## src/rtl/ow_reset_cmd_master.sv

```systemverilog
// 1-Wire master: reset/presence handshake, LSB-first command byte, then ROM reader enable.
// Optional build macro OW_RETRY_EN: retry a failed presence detect up to three more times.
module ow_reset_cmd_master #(
    parameter int         T_RST_LOW     = 480,
    parameter int         T_PRES_SAMPLE = 70,
    parameter int         T_RST_HIGH    = 410,
    parameter int         T_W1_LOW      = 6,
    parameter int         T_W0_LOW      = 60,
    parameter int         T_SLOT        = 70,
    parameter int         T_REC         = 10,
    parameter logic [7:0] CMD_DEFAULT   = 8'h33
) (
    input  logic       clk,
    input  logic       rst,
    input  logic       start,
    input  logic       cmd_sel,
    input  logic [7:0] cmd_byte,
    input  logic       bus,
    output logic       master_pull_low,
    output logic       busy,
    output logic       presence_ok,
    output logic       no_presence,
    output logic       en_read_rom,
    input  logic       done_reading_rom
);

    localparam int MAX_A   = (T_RST_LOW > T_RST_HIGH) ? T_RST_LOW : T_RST_HIGH;
    localparam int CNT_MAX = (MAX_A > T_SLOT + T_REC) ? MAX_A : T_SLOT + T_REC;
    localparam int CNT_W   = $clog2(CNT_MAX + 1);

    localparam logic [CNT_W-1:0] RST_LOW_LAST  = CNT_W'(T_RST_LOW - 1);
    localparam logic [CNT_W-1:0] PRES_LAST     = CNT_W'(T_PRES_SAMPLE - 1);
    localparam logic [CNT_W-1:0] RST_HIGH_LAST = CNT_W'(T_RST_HIGH - 1);
    localparam logic [CNT_W-1:0] W1_LAST       = CNT_W'(T_W1_LOW - 1);
    localparam logic [CNT_W-1:0] W0_LAST       = CNT_W'(T_W0_LOW - 1);
    localparam logic [CNT_W-1:0] H1_LAST       = CNT_W'(T_SLOT - T_W1_LOW + T_REC - 1);
    localparam logic [CNT_W-1:0] H0_LAST       = CNT_W'(T_SLOT - T_W0_LOW + T_REC - 1);

    localparam logic [2:0] S_IDLE     = 3'd0;
    localparam logic [2:0] S_RST_LOW  = 3'd1;
    localparam logic [2:0] S_RST_HIGH = 3'd2;
    localparam logic [2:0] S_BIT_LOW  = 3'd3;
    localparam logic [2:0] S_BIT_HIGH = 3'd4;
    localparam logic [2:0] S_ARM      = 3'd5;

    logic [2:0]       state_q, state_d;
    logic [CNT_W-1:0] cnt_q, cnt_d;
    logic [7:0]       shift_q, shift_d;
    logic [2:0]       bit_idx_q, bit_idx_d;
    logic             pres_q, pres_d;
    logic             presence_ok_q, presence_ok_d;
    logic             no_presence_q, no_presence_d;
    logic             busy_q, busy_d;
    logic             mpl_q, mpl_d;
    logic             en_q, en_d;
`ifdef OW_RETRY_EN
    logic [1:0]       retry_q, retry_d;
`endif

    always_comb begin
        // NOTE: every variable gets a default first so no path can infer a latch.
        state_d       = state_q;
        cnt_d         = cnt_q + CNT_W'(1);
        shift_d       = shift_q;
        bit_idx_d     = bit_idx_q;
        pres_d        = pres_q;
        presence_ok_d = presence_ok_q;
        no_presence_d = no_presence_q;
`ifdef OW_RETRY_EN
        retry_d       = retry_q;
`endif

        case (state_q)
            S_IDLE: begin
                cnt_d = '0;
                if (start) begin
                    shift_d       = cmd_sel ? cmd_byte : CMD_DEFAULT;
                    bit_idx_d     = 3'd0;
                    pres_d        = 1'b0;
                    presence_ok_d = 1'b0;
                    no_presence_d = 1'b0;
`ifdef OW_RETRY_EN
                    retry_d       = 2'd0;
`endif
                    state_d       = S_RST_LOW;
                end
            end

            S_RST_LOW: begin
                if (cnt_q == RST_LOW_LAST) begin
                    state_d = S_RST_HIGH;
                end
            end

            S_RST_HIGH: begin
                if (cnt_q == PRES_LAST) begin
                    pres_d = ~bus;
                end
                if (cnt_q == RST_HIGH_LAST) begin
                    if (pres_q) begin
                        presence_ok_d = 1'b1;
                        state_d       = S_BIT_LOW;
                    end else begin
`ifdef OW_RETRY_EN
                        if (retry_q != 2'd3) begin
                            retry_d = retry_q + 2'd1;
                            state_d = S_RST_LOW;
                        end else begin
                            no_presence_d = 1'b1;
                            state_d       = S_IDLE;
                        end
`else
                        no_presence_d = 1'b1;
                        state_d       = S_IDLE;
`endif
                    end
                end
            end

            S_BIT_LOW: begin
                if (cnt_q == (shift_q[0] ? W1_LAST : W0_LAST)) begin
                    state_d = S_BIT_HIGH;
                end
            end

            S_BIT_HIGH: begin
                // Release time plus recovery, so every slot totals T_SLOT + T_REC.
                if (cnt_q == (shift_q[0] ? H1_LAST : H0_LAST)) begin
                    shift_d   = shift_q >> 1;
                    bit_idx_d = bit_idx_q + 3'd1;
                    state_d   = (bit_idx_q == 3'd7) ? S_ARM : S_BIT_LOW;
                end
            end

            S_ARM: begin
                // cnt_q==0 marks the first ARM cycle; a done flag left over from before is ignored there.
                cnt_d = CNT_W'(1);
                if (done_reading_rom && (cnt_q != '0)) begin
                    state_d = S_IDLE;
                end
            end

            default: begin
                state_d = S_IDLE;
            end
        endcase

        if (state_d != state_q) begin
            cnt_d = '0;
        end

        mpl_d  = (state_d == S_RST_LOW) || (state_d == S_BIT_LOW);
        busy_d = (state_d != S_IDLE);
        en_d   = (state_d == S_ARM);
    end

    always_ff @(posedge clk or posedge rst) begin
        if (rst) begin
            state_q       <= S_IDLE;
            cnt_q         <= '0;
            shift_q       <= '0;
            bit_idx_q     <= '0;
            pres_q        <= 1'b0;
            presence_ok_q <= 1'b0;
            no_presence_q <= 1'b0;
            busy_q        <= 1'b0;
            mpl_q         <= 1'b0;
            en_q          <= 1'b0;
`ifdef OW_RETRY_EN
            retry_q       <= '0;
`endif
        end else begin
            // NOTE: non-blocking assignments so all flops update from the same pre-edge values.
            state_q       <= state_d;
            cnt_q         <= cnt_d;
            shift_q       <= shift_d;
            bit_idx_q     <= bit_idx_d;
            pres_q        <= pres_d;
            presence_ok_q <= presence_ok_d;
            no_presence_q <= no_presence_d;
            busy_q        <= busy_d;
            mpl_q         <= mpl_d;
            en_q          <= en_d;
`ifdef OW_RETRY_EN
            retry_q       <= retry_d;
`endif
        end
    end

    assign master_pull_low = mpl_q;
    assign busy            = busy_q;
    assign presence_ok     = presence_ok_q;
    assign no_presence     = no_presence_q;
    assign en_read_rom     = en_q;

endmodule
```

## config.mk

```make
export PLATFORM = sky130hd
export DESIGN_NAME = ow_reset_cmd_master
export DESIGN_NICKNAME = d
export VERILOG_FILES = /design/src/rtl/ow_reset_cmd_master.sv
export SDC_FILE = /design/constraint.sdc
export NUM_CORES = 1
export LEC_CHECK = 0
export BUFFER_PORTS_ARGS = -buffer_cell sky130_fd_sc_hd__buf_2
export CAP_MARGIN = 20
export CORE_ASPECT_RATIO = 1.4
export CORE_UTILIZATION = 51
export CTS_BUF_LIST = sky130_fd_sc_hd__clkbuf_8
export DETAILED_ROUTE_END_ITERATION = 10
export PLACE_DENSITY_LB_ADDON = 0.15
export SLEW_MARGIN = 40
export SYNTH_ARGS = -nofsm -noshare
export SYNTH_HDL_FRONTEND = slang
export SYNTH_SLANG_ARGS = --single-unit
export TNS_END_PERCENT = 50
```

## constraint.sdc

```tcl
create_clock -name clk -period 3.5 [get_ports clk]
set_clock_uncertainty 0.2 [all_clocks]
set_input_delay 0.175 -clock clk [delete_from_list [all_inputs] [get_ports clk]]
set_output_delay 0.175 -clock clk [all_outputs]
set_load 0.02 [all_outputs]
```

Yosys cells after proc, flatten, opt, wreduce, memory -nomap -nowiden --
Cells that the tools add are included.
Cells by class: muxes and demuxes 29, reductions and logical operators 11, eq/ne operators 21, bitwise logic cells 1, $add $sub $neg 2
Operator list (count):
- 2-to-1 mux 3 bit | 9
- 2-to-1 mux 8 bit | 3
- == test 9 bit (second input constant) | 2
- case mux 3 bit (6 select lines) | 1
- case mux 9 bit (2 select lines) | 1
- case mux 8 bit (2 select lines) | 1
- == test 3 bit (second input constant) | 4
- != test 2 bit (second input constant) | 6
- adder 9 x 1 -> 9 bit (second input constant) | 1
- == test 3 x 2 -> 1 bit (second input constant) | 3
- == test 9 x 6 -> 1 bit | 1
- == test 9 x 7 -> 1 bit | 1
- == test 9 x 7 -> 1 bit (second input constant) | 1
- 2-to-1 mux 9 bit | 1
- nonzero test 9 bit | 1
- AND reduction 4 bit | 2
- 2-to-1 mux 7 bit | 1
- == test 3 x 1 -> 1 bit (second input constant) | 2
- 2-to-1 mux 1 bit | 6
- 2-to-1 mux 6 bit | 1
- case mux 1 bit (2 select lines) | 3
- case mux 3 bit (2 select lines) | 1
- AND reduction 3 bit | 2
- nonzero test 2 bit | 2
- other kinds (8) | 8
Storage, ports and cells: register bits after elaboration 29, output and inout port bits 5, input port bits 14

Logic depth before layout (Yosys ltp) --
Gate-level depths: netlist (run 1).
depth after elaboration 6, mapped depth 7, gate-level depth less buffers 7

Worst setup path before layout (run 1) --
No wires, ideal clock.
path kind reg-to-reg, start reg cnt_q[8], end reg busy_q (netlist: busy), data arrival time 1.926 ns, period minus slack after synthesis 2.257 ns, cell stages (with the launch flop) 6, slack 1.243 ns, setup time 0.131 ns, path buffers 0, required time 3.169 ns, cell sequence dfrtp_1 -> or2_4 -> or4_4 -> o31ai_4 -> nand3_2 -> or3_1
On the way: word-level cells in the longest chain between the ends 5, elaborated cells between the ends (all ways) 13
RTL lines:
- start: declaration | line 47 | logic [CNT_W-1:0] cnt_q, cnt_d;
- start signal: assignment | line 175 | cnt_q <= cnt_d;
- nonzero test 9 bit | line 138 | if (done_reading_rom && (cnt_q != '0)) begin
- logical AND 1 bit | line 138
- 2-to-1 mux 3 bit | line 138
- case mux 3 bit (6 select lines) (*) | line 73 | case (state_q)
- named net state_d[2] | line 46 | logic [2:0] state_q, state_d;
- nonzero test 3 bit (*) | line 153 | busy_d = (state_d != S_IDLE);
- named net busy_d | line 53 | logic busy_q, busy_d;
- end signal: assignment | line 181 | busy_q <= busy_d;
- end: declaration | line 53
Mark *: on every way through the listed nets, which the timed path passes. The rest lies on a longest branch. A chain may end at the register's enable or synchronous reset.

Worst setup path after layout (run 1) --
start reg cnt_q[0], end reg cnt_q[6]
On the way: word-level cells in the longest chain between the ends 6, elaborated cells between the ends (all ways) 16
RTL lines:
- nonzero test 9 bit | line 138
- logical AND 1 bit | line 138
- 2-to-1 mux 3 bit | line 138
- case mux 3 bit (6 select lines) | line 73
- != test 3 bit | line 148 | if (state_d != state_q) begin
- 2-to-1 mux 9 bit (*) | line 148
- named net cnt_d[6] | line 47
Marked as above.

==> impl_results.md, run 1 <==
* Yosys cell types at 48
* # Post-CTS Setup Buffers at 0
* First-pass GRT wire length at 6.89 mm
* DRC Markers at 0
* Final Hold Slack at 0.0282 ns
* HP Class: primary input to register
* Root buffer cell: clkbuf_8
* Post-Place Setup Slack at 1.06 ns
* Netlist area before placement at 1760 sq um
* Number of global-route vias before repair at 1547
* Iter 0 DRT Violations at 67
* Final Util at 0.621
* H-Tree Depth at 2
* Diodes inserted at 0
* PnR worst setup slack at 1.02 ns
* Max Root-Sink Buffers at 2
* IO Port Bufs at 18
* TritonCTS buffer count at 5
* Post-Synth XOR/XNOR Area at 0.0447
* Post-synthesis adder-cell area fraction at 0.0355
* RSZ-0062 raised after global routing: no
* Design Area, Final at 1990 sq um
* Post-synthesis sequential area ratio at 0.412
* CTS clk-pin slew, worst paths at 0.06 ns
* Total Power at 1.18 mW
* Dpl cell area at 1850 sq um
* Core area at 3210 sq um
* Num rows at 24
* Pwr dens at 594 nW/um^2
* Worst Path Required at 3.44 ns
* Die Area at 3700 sq um
* Initial Util at 0.549
* Tmin final at 2.48 ns
* Sink Count at 29
* Post-route ant nets at 0
* Wirelength per Cell at 16.2 um
* GR Util All Layers at 0.252
* Die extent in y at 71.6 um
* Maxcap violations at 0
* Worst rel slew slack at 0.585
* Mux cell area share after synthesis at 0
* Yosys top cell by area: dfrtp_1
* Top-area cell type share of the netlist area at 0.412
* Setup violators final at 0
* Worst-path fanout max at 9
* Final setup TNS at 0 ns
* Area grow syn2layout at 13.1%
* Total Wirelength at 4.08 mm
* Drt via density at 6.06
* DR vias at 1526
* Synth Area in Compound Gates at 0.133
* Io pins at 19
* P_leak at 0.849 nW
* Largest family of logic cells by synthesized area: simple AND/OR/NAND/NOR gates
* Status: finished clean
* Synth warnings at 0
* Pins over their slew limit at 0
* Area contributors post-synth: dfrtp_1 (41%), o21ai_0 (4.0%), ha_1 (3.5%)
* Fin. Hold Viols at 0
* Worst Max-Slew Pin Slew at 0.621 ns
* Post-synth top flop: dfrtp_1
* Syn avg cell area at 9.04 sq um
* DRT Pass-1 Iters at 4
* Crit. End Element: register
* Startpoint types: register
* Number of synthesized flops with an enable pin at 0
* Mapped Nets at 214
* Initial antenna violation count at 0
* Period utilization at 0.708
* Die width at 51.7 um
* CTS tree: yes
* Layout Nets at 232
* Detail Placement HPWL at 2.90 mm
* Syn Inst Count at 195
* Highest clock rate at 404 MHz
* Crit path kind: register to register
* Fillers at 284
* RD Place Congestion at 0.851
* Ys async rst share at 1.00
* Grt ovf at 0
* Synthesis-stage register bit count at 29
* Placed Cells at 239
* Largest net degree at the start of global routing at 30
* Post-Synth Simple-Gate Area at 0.329
* Maximum vdd drop at 0.453 mV
* Layout Cells excl Fill at 252
* R2R setup slack at 1.02 ns
* Arrival @ worst endpoint at 2.41 ns
* Clk_lat worst skew at 0.28 ns
* Ratio of cells with drive above 1 in the final layout at 0.160
-- registers in the layout, indices dropped and copies added, names as in the netlist --
signal           cells
bit_idx_q            3
busy                 1
cnt_q                9
en_read_rom          1
master_pull_low      1
no_presence          1
pres_q               1
presence_ok          1
shift_q              8
state_q              3
-- critical path, stage by stage (launching register included) --
cell      delay, ns
dfrtp_1        0.47
inv_1          0.07
ha_1           0.19
nor2b_1        0.13
a41oi_1        0.41
o311ai_0       0.21
o21bai_1       0.54
nor4_1         0.11
-- path summary, 6_finish.rpt --
check                            start  depth (start not counted)           to
hold reg to reg            presence_ok                          2  presence_ok
setup / recovery              cnt_q[0]                          7     cnt_q[6]
min in group asynchronous          rst                          3   shift_q[4]
setup reg to reg              cnt_q[0]                          7     cnt_q[6]
hold / removal                 cmd_sel                          3   shift_q[2]
max in group asynchronous          rst                          3       pres_q
-- cell families (layout without fill, tap and decap cells) --
family	Yosys count	after routing
AOI/OAI and AO/OA	35	35
xor gates and xnor gates	9	9
adders and majority gates	5	5
buffers and inverters	20	38
DFF	29	29
and+or+nand+nor	97	97
-- cells in the mapped netlist (5+ instances only) --
master	instances
nor4_1	9
dfrtp_1	29
a31oi_1	5
nor3_1	6
nand3b_1	5
xor2_1	5
nand3_1	12
nor2_1	15
nand2_1	16
inv_1	7
o21ai_0	14
ha_1	5
a21oi_1	5
clkbuf_1	8
-- where the power goes --
group / leakage (nW) / total, mW / internal, mW / switching, mW
registers: 0.369 / 0.498 / 0.413 / 0.0851
logic: 0.432 / 0.418 / 0.169 / 0.249
clock network: 0.0485 / 0.270 / 0.152 / 0.117
-- area by class of cell --
class,count,area [sq um],area share
multi-input combinational,146,957,0.480
sequential,29,726,0.364
timing repair buffer,24,150,0.0753
clock buffer,6,82.6,0.0414
tap,39,48.8,0.0245
inverter,7,26.3,0.0132
clock inverter,1,3.75,0.00188
-- layout by cell type (no fill, tap or decap), types with 5 or more instances in the layout --
master,count
dfrtp_1,29
buf_2,18
nand2_1,16
nor2_1,15
o21ai_0,14
nand3_1,12
nor4_1,9
inv_1,7
nor3_1,6
clkbuf_8,6
dlygate4sd3_1,6
nand3b_1,5
a21oi_1,5
a31oi_1,5
xor2_1,5
ha_1,5
-- routing by layer --
metal	GRT usage	part of all wire	wire [um]	vias up
li1	-	-	-	739
met1	0.278	0.40	1630	734
met2	0.459	0.54	2200	42
met3	0.0573	0.041	169	11
met4	0.0901	0.018	73	0
met5	0	0	0	-
-- repair_timing --
item                      CTS  global route
hold endpoints to repair   34             0
gates resized for setup     0             0
hold buffers                6             0
(Power assumes the default switching activity.)
==> run 2: changes to the inputs <==
Settings changed: ABC_AREA set to 1.
Clock period 3.5 ns to 2 ns, I/O delays scaled along.
==> impl_results.md, run 2 <==
* Status: finished with violations
* Failing checks: negative setup slack
* Detail Placement HPWL at 2.82 mm (-2.9%)
* Io pins at 19 (unchanged)
* Syn avg cell area at 7.25 sq um (-20%)
* Max reg flops at 9 (unchanged)
* Pwr dens at 1180 nW/um^2 (+98%)
* Core area at 3150 sq um (-1.9%)
* Area contributors post-synth: dfrtp_1 (42%), nand2_1 (12%), inv_1 (8.1%)
* Final Util at 0.761 (+0.140)
* Post-Synth Simple-Gate Area at 0.349 (+0.0196)
* Layout Nets at 307 (+32%)
* DRT Pass-1 Iters at 4 (unchanged)
* Synth warnings at 0 (unchanged)
* Worst Max-Slew Pin Slew at 0.403 ns (-0.218 ns)
* Tmin final at 2.07 ns (-0.411 ns)
* Most frequent cells in the layout: nand2_1 (42), inv_1 (33), o21ai_0 (24)
* HP Class: primary input to register
* Top reg by flops: cnt_q
* Netlist area before placement at 1720 sq um (-2.6%)
* Final Hold Slack at 0.0590 ns (+0.0309 ns)
* Critical path buffers and inverters at 3 (+2)
* Highest clock rate at 484 MHz (+20%)
* Die width at 51.1 um (-1.2%)
* Post-route ant nets at 0 (unchanged)
* TritonCTS buffer count at 5 (unchanged)
* Ys async rst share at 1.00 (unchanged)
* Crit-path most repeated cell: nand2_2
* Number of global-route vias before repair at 1679 (+8.5%)
* Initial Util at 0.545 (-0.00383)
* Yosys cell types at 25 (-48%)
* R2R setup slack at -0.07 ns (-1.09 ns)
* Total Wirelength at 4.89 mm (+20%)
* Arrival @ worst endpoint at 2.09 ns (-0.32 ns)
* H-Tree Depth at 2 (unchanged)
* Setup violators final at 7 (+7)
* Pins over their slew limit at 0 (unchanged)
* CTS clk-pin slew, worst paths at 0.07 ns (about the same)
* Period utilization at 1.03 (+0.326)
* Largest registers: cnt_q (9), shift_q (8)
* Die extent in y at 70.7 um (-1.3%)
* RD Place Congestion at 0.832 (-2.2%)
* Num rows at 24 (unchanged)
* Number of synthesized flops with an enable pin at 0 (unchanged)
* Post-synth top cells: nand2_1 (53), inv_1 (37), nor2_1 (30)
* First-pass GRT wire length at 7.11 mm (+3.2%)
* Area grow syn2layout at 39.7%
* Sink Count at 29 (unchanged)
* Slowest CP cell: dfrtp_2
* RSZ-0062 raised after global routing: yes
* Top-area cell type share of the netlist area at 0.422 (+0.0108)
* Post-Synth XOR/XNOR Area at 0.00510 (-0.0396)
* Synthesis-stage register bit count at 29 (unchanged)
* Cell family with most CP delay: simple AND/OR/NAND/NOR gates
* Die Area at 3610 sq um (-2.5%)
* CTS tree: yes
* Largest family of logic cells by synthesized area: simple AND/OR/NAND/NOR gates
* Wirelength per Cell at 14.9 um (-7.9%)
* P_leak at 1.16 nW (+37%)
* Cell with the most instances after synthesis: nand2_1
* Critical path cell sequence: inv_4 > buf_4 > nand2_2 > nand3_2 > nor2_2 > nand2_1 > nand2_2 > inv_2 > nor2_2 > nand3_1 > nand2_2 > nand2_4 > nor2_4
* Worst-path fanout max at 5 (-4)
* Post-synthesis adder-cell area fraction at 0.0364 (+0.000930)
* Post-synthesis sequential area ratio at 0.422 (+0.0108)
* Yosys top cell by area: dfrtp_1
* Commonest non-fill, non-tap cell in the layout: nand2_1
* DR vias at 1784 (+17%)
* Iter 0 DRT Violations at 53 (-21%)
* PnR worst setup slack at -0.0667 ns (-1.09 ns)
* Clk_lat worst skew at 0.29 ns (about the same)
* Fillers at 237 (-17%)
* Largest net degree at the start of global routing at 30 (unchanged)
* Worst rel slew slack at 0.729 (+0.144)
* Diodes inserted at 0 (unchanged)
* Post-synth top flop: dfrtp_1
* Ratio of cells with drive above 1 in the final layout at 0.339 (+0.179)
* Mapped Nets at 256 (+20%)
* Maxcap violations at 0 (unchanged)
* GR Util All Layers at 0.267 (+0.0148)
* Worst Path Required at 2.02 ns (-1.42 ns)
* Crit path kind: register to register
* Crit. End Element: register
* DRC Markers at 0 (unchanged)
* Maximum vdd drop at 0.826 mV (+82%)
* CP peak stage delay at 0.45 ns (-0.09 ns)
* Startpoint types: register
* Max Root-Sink Buffers at 2 (unchanged)
* Synth Area in Compound Gates at 0.0889 (-0.0446)
* Mux cell area share after synthesis at 0 (unchanged)
* IO Port Bufs at 18 (unchanged)
* Fin. Hold Viols at 0 (unchanged)
* Drt via density at 5.44 (-10%)
* Root buffer cell: clkbuf_8
* Grt ovf at 0 (unchanged)
* Initial antenna violation count at 0 (unchanged)
* Syn Inst Count at 237 (+22%)
==> run 2: cell families (layout without fill, tap and decap cells) <==
group,after synthesis,in the layout
xor gates and xnor gates,1,1
and+or+nand+nor,132,133
adders and majority gates,5,5
AOI/OAI and AO/OA,28,28
buffers and inverters,42,93
DFF,29,29
==> run 2: routing by layer <==
| metal | GRT usage | share of wire | wire, um |
|---|---|---|---|
| met1 | 0.283 | 0.37 | 1820 |
| met2 | 0.487 | 0.54 | 2630 |
| met3 | 0.0538 | 0.046 | 223 |
| met4 | 0.127 | 0.045 | 218 |
| met5 | 0 | 0 | 0 |
==> run 2: final timing paths <==
path / start / cells after the start / endpoint
max: cnt_q[1] / 13 / cnt_q[8]
max reg2reg: cnt_q[1] / 13 / cnt_q[8]
max in group asynchronous: rst / 4 / cnt_q[1]
min in group asynchronous: rst / 4 / no_presence
min reg2reg: presence_ok / 2 / presence_ok
min: start / 5 / presence_ok
==> run 2: worst min-delay path: stages <==
cell and delay [ns]:
buf_2 0.08, nand2_1 0.07, buf_4 0.17, nand2_1 0.06, nand2_1 0.04
==> run 2: report_power, final <==
part | internal [mW] | total [mW] | switching, mW
logic | 0.507 | 1.31 | 0.799
registers | 0.737 | 0.881 | 0.144
clock network | 0.401 | 0.637 | 0.237
total | 1.64 | 2.82 | 1.18
==> run 2: through the flow <==
stage	setup TNS, ns	area [sq um]	instances	worst slack [ns]	total power [mW]
4_1_cts	0	2140	319	0.0286	2.34
3_5_place_dp	-0.0776	1890	297	-0.0146	1.65
2_1_floorplan	0	1720	237	0.247	1.45
5_1_grt	-1.63	2400	328	-0.193	2.97
3_3_place_gp	0	1890	297	0.0311	1.63
6_report	-0.272	2400	328	-0.0667	2.82
==> run 2: timing repair <==
item / in CTS / in global routing
resized for setup: 0 / 58
cloned: 0 / 1
pin swaps: 0 / 22
hold endpoints to repair: 39 / 0
setup endpoints to repair: 9 / 22
hold buffers: 12 / 0
setup buffers: 2 / 8
==> run 2: area by class of cell <==
| cell class | instances | area, sq um | share of cell area |
|---|---|---|---|
| multi-input combinational | 167 | 1000 | 0.418 |
| sequential | 29 | 733 | 0.306 |
| timing repair buffer | 46 | 350 | 0.146 |
| inverter | 39 | 149 | 0.0620 |
| clock buffer | 6 | 82.6 | 0.0344 |
| tap | 39 | 48.8 | 0.0203 |
| clock inverter | 2 | 33.8 | 0.0141 |
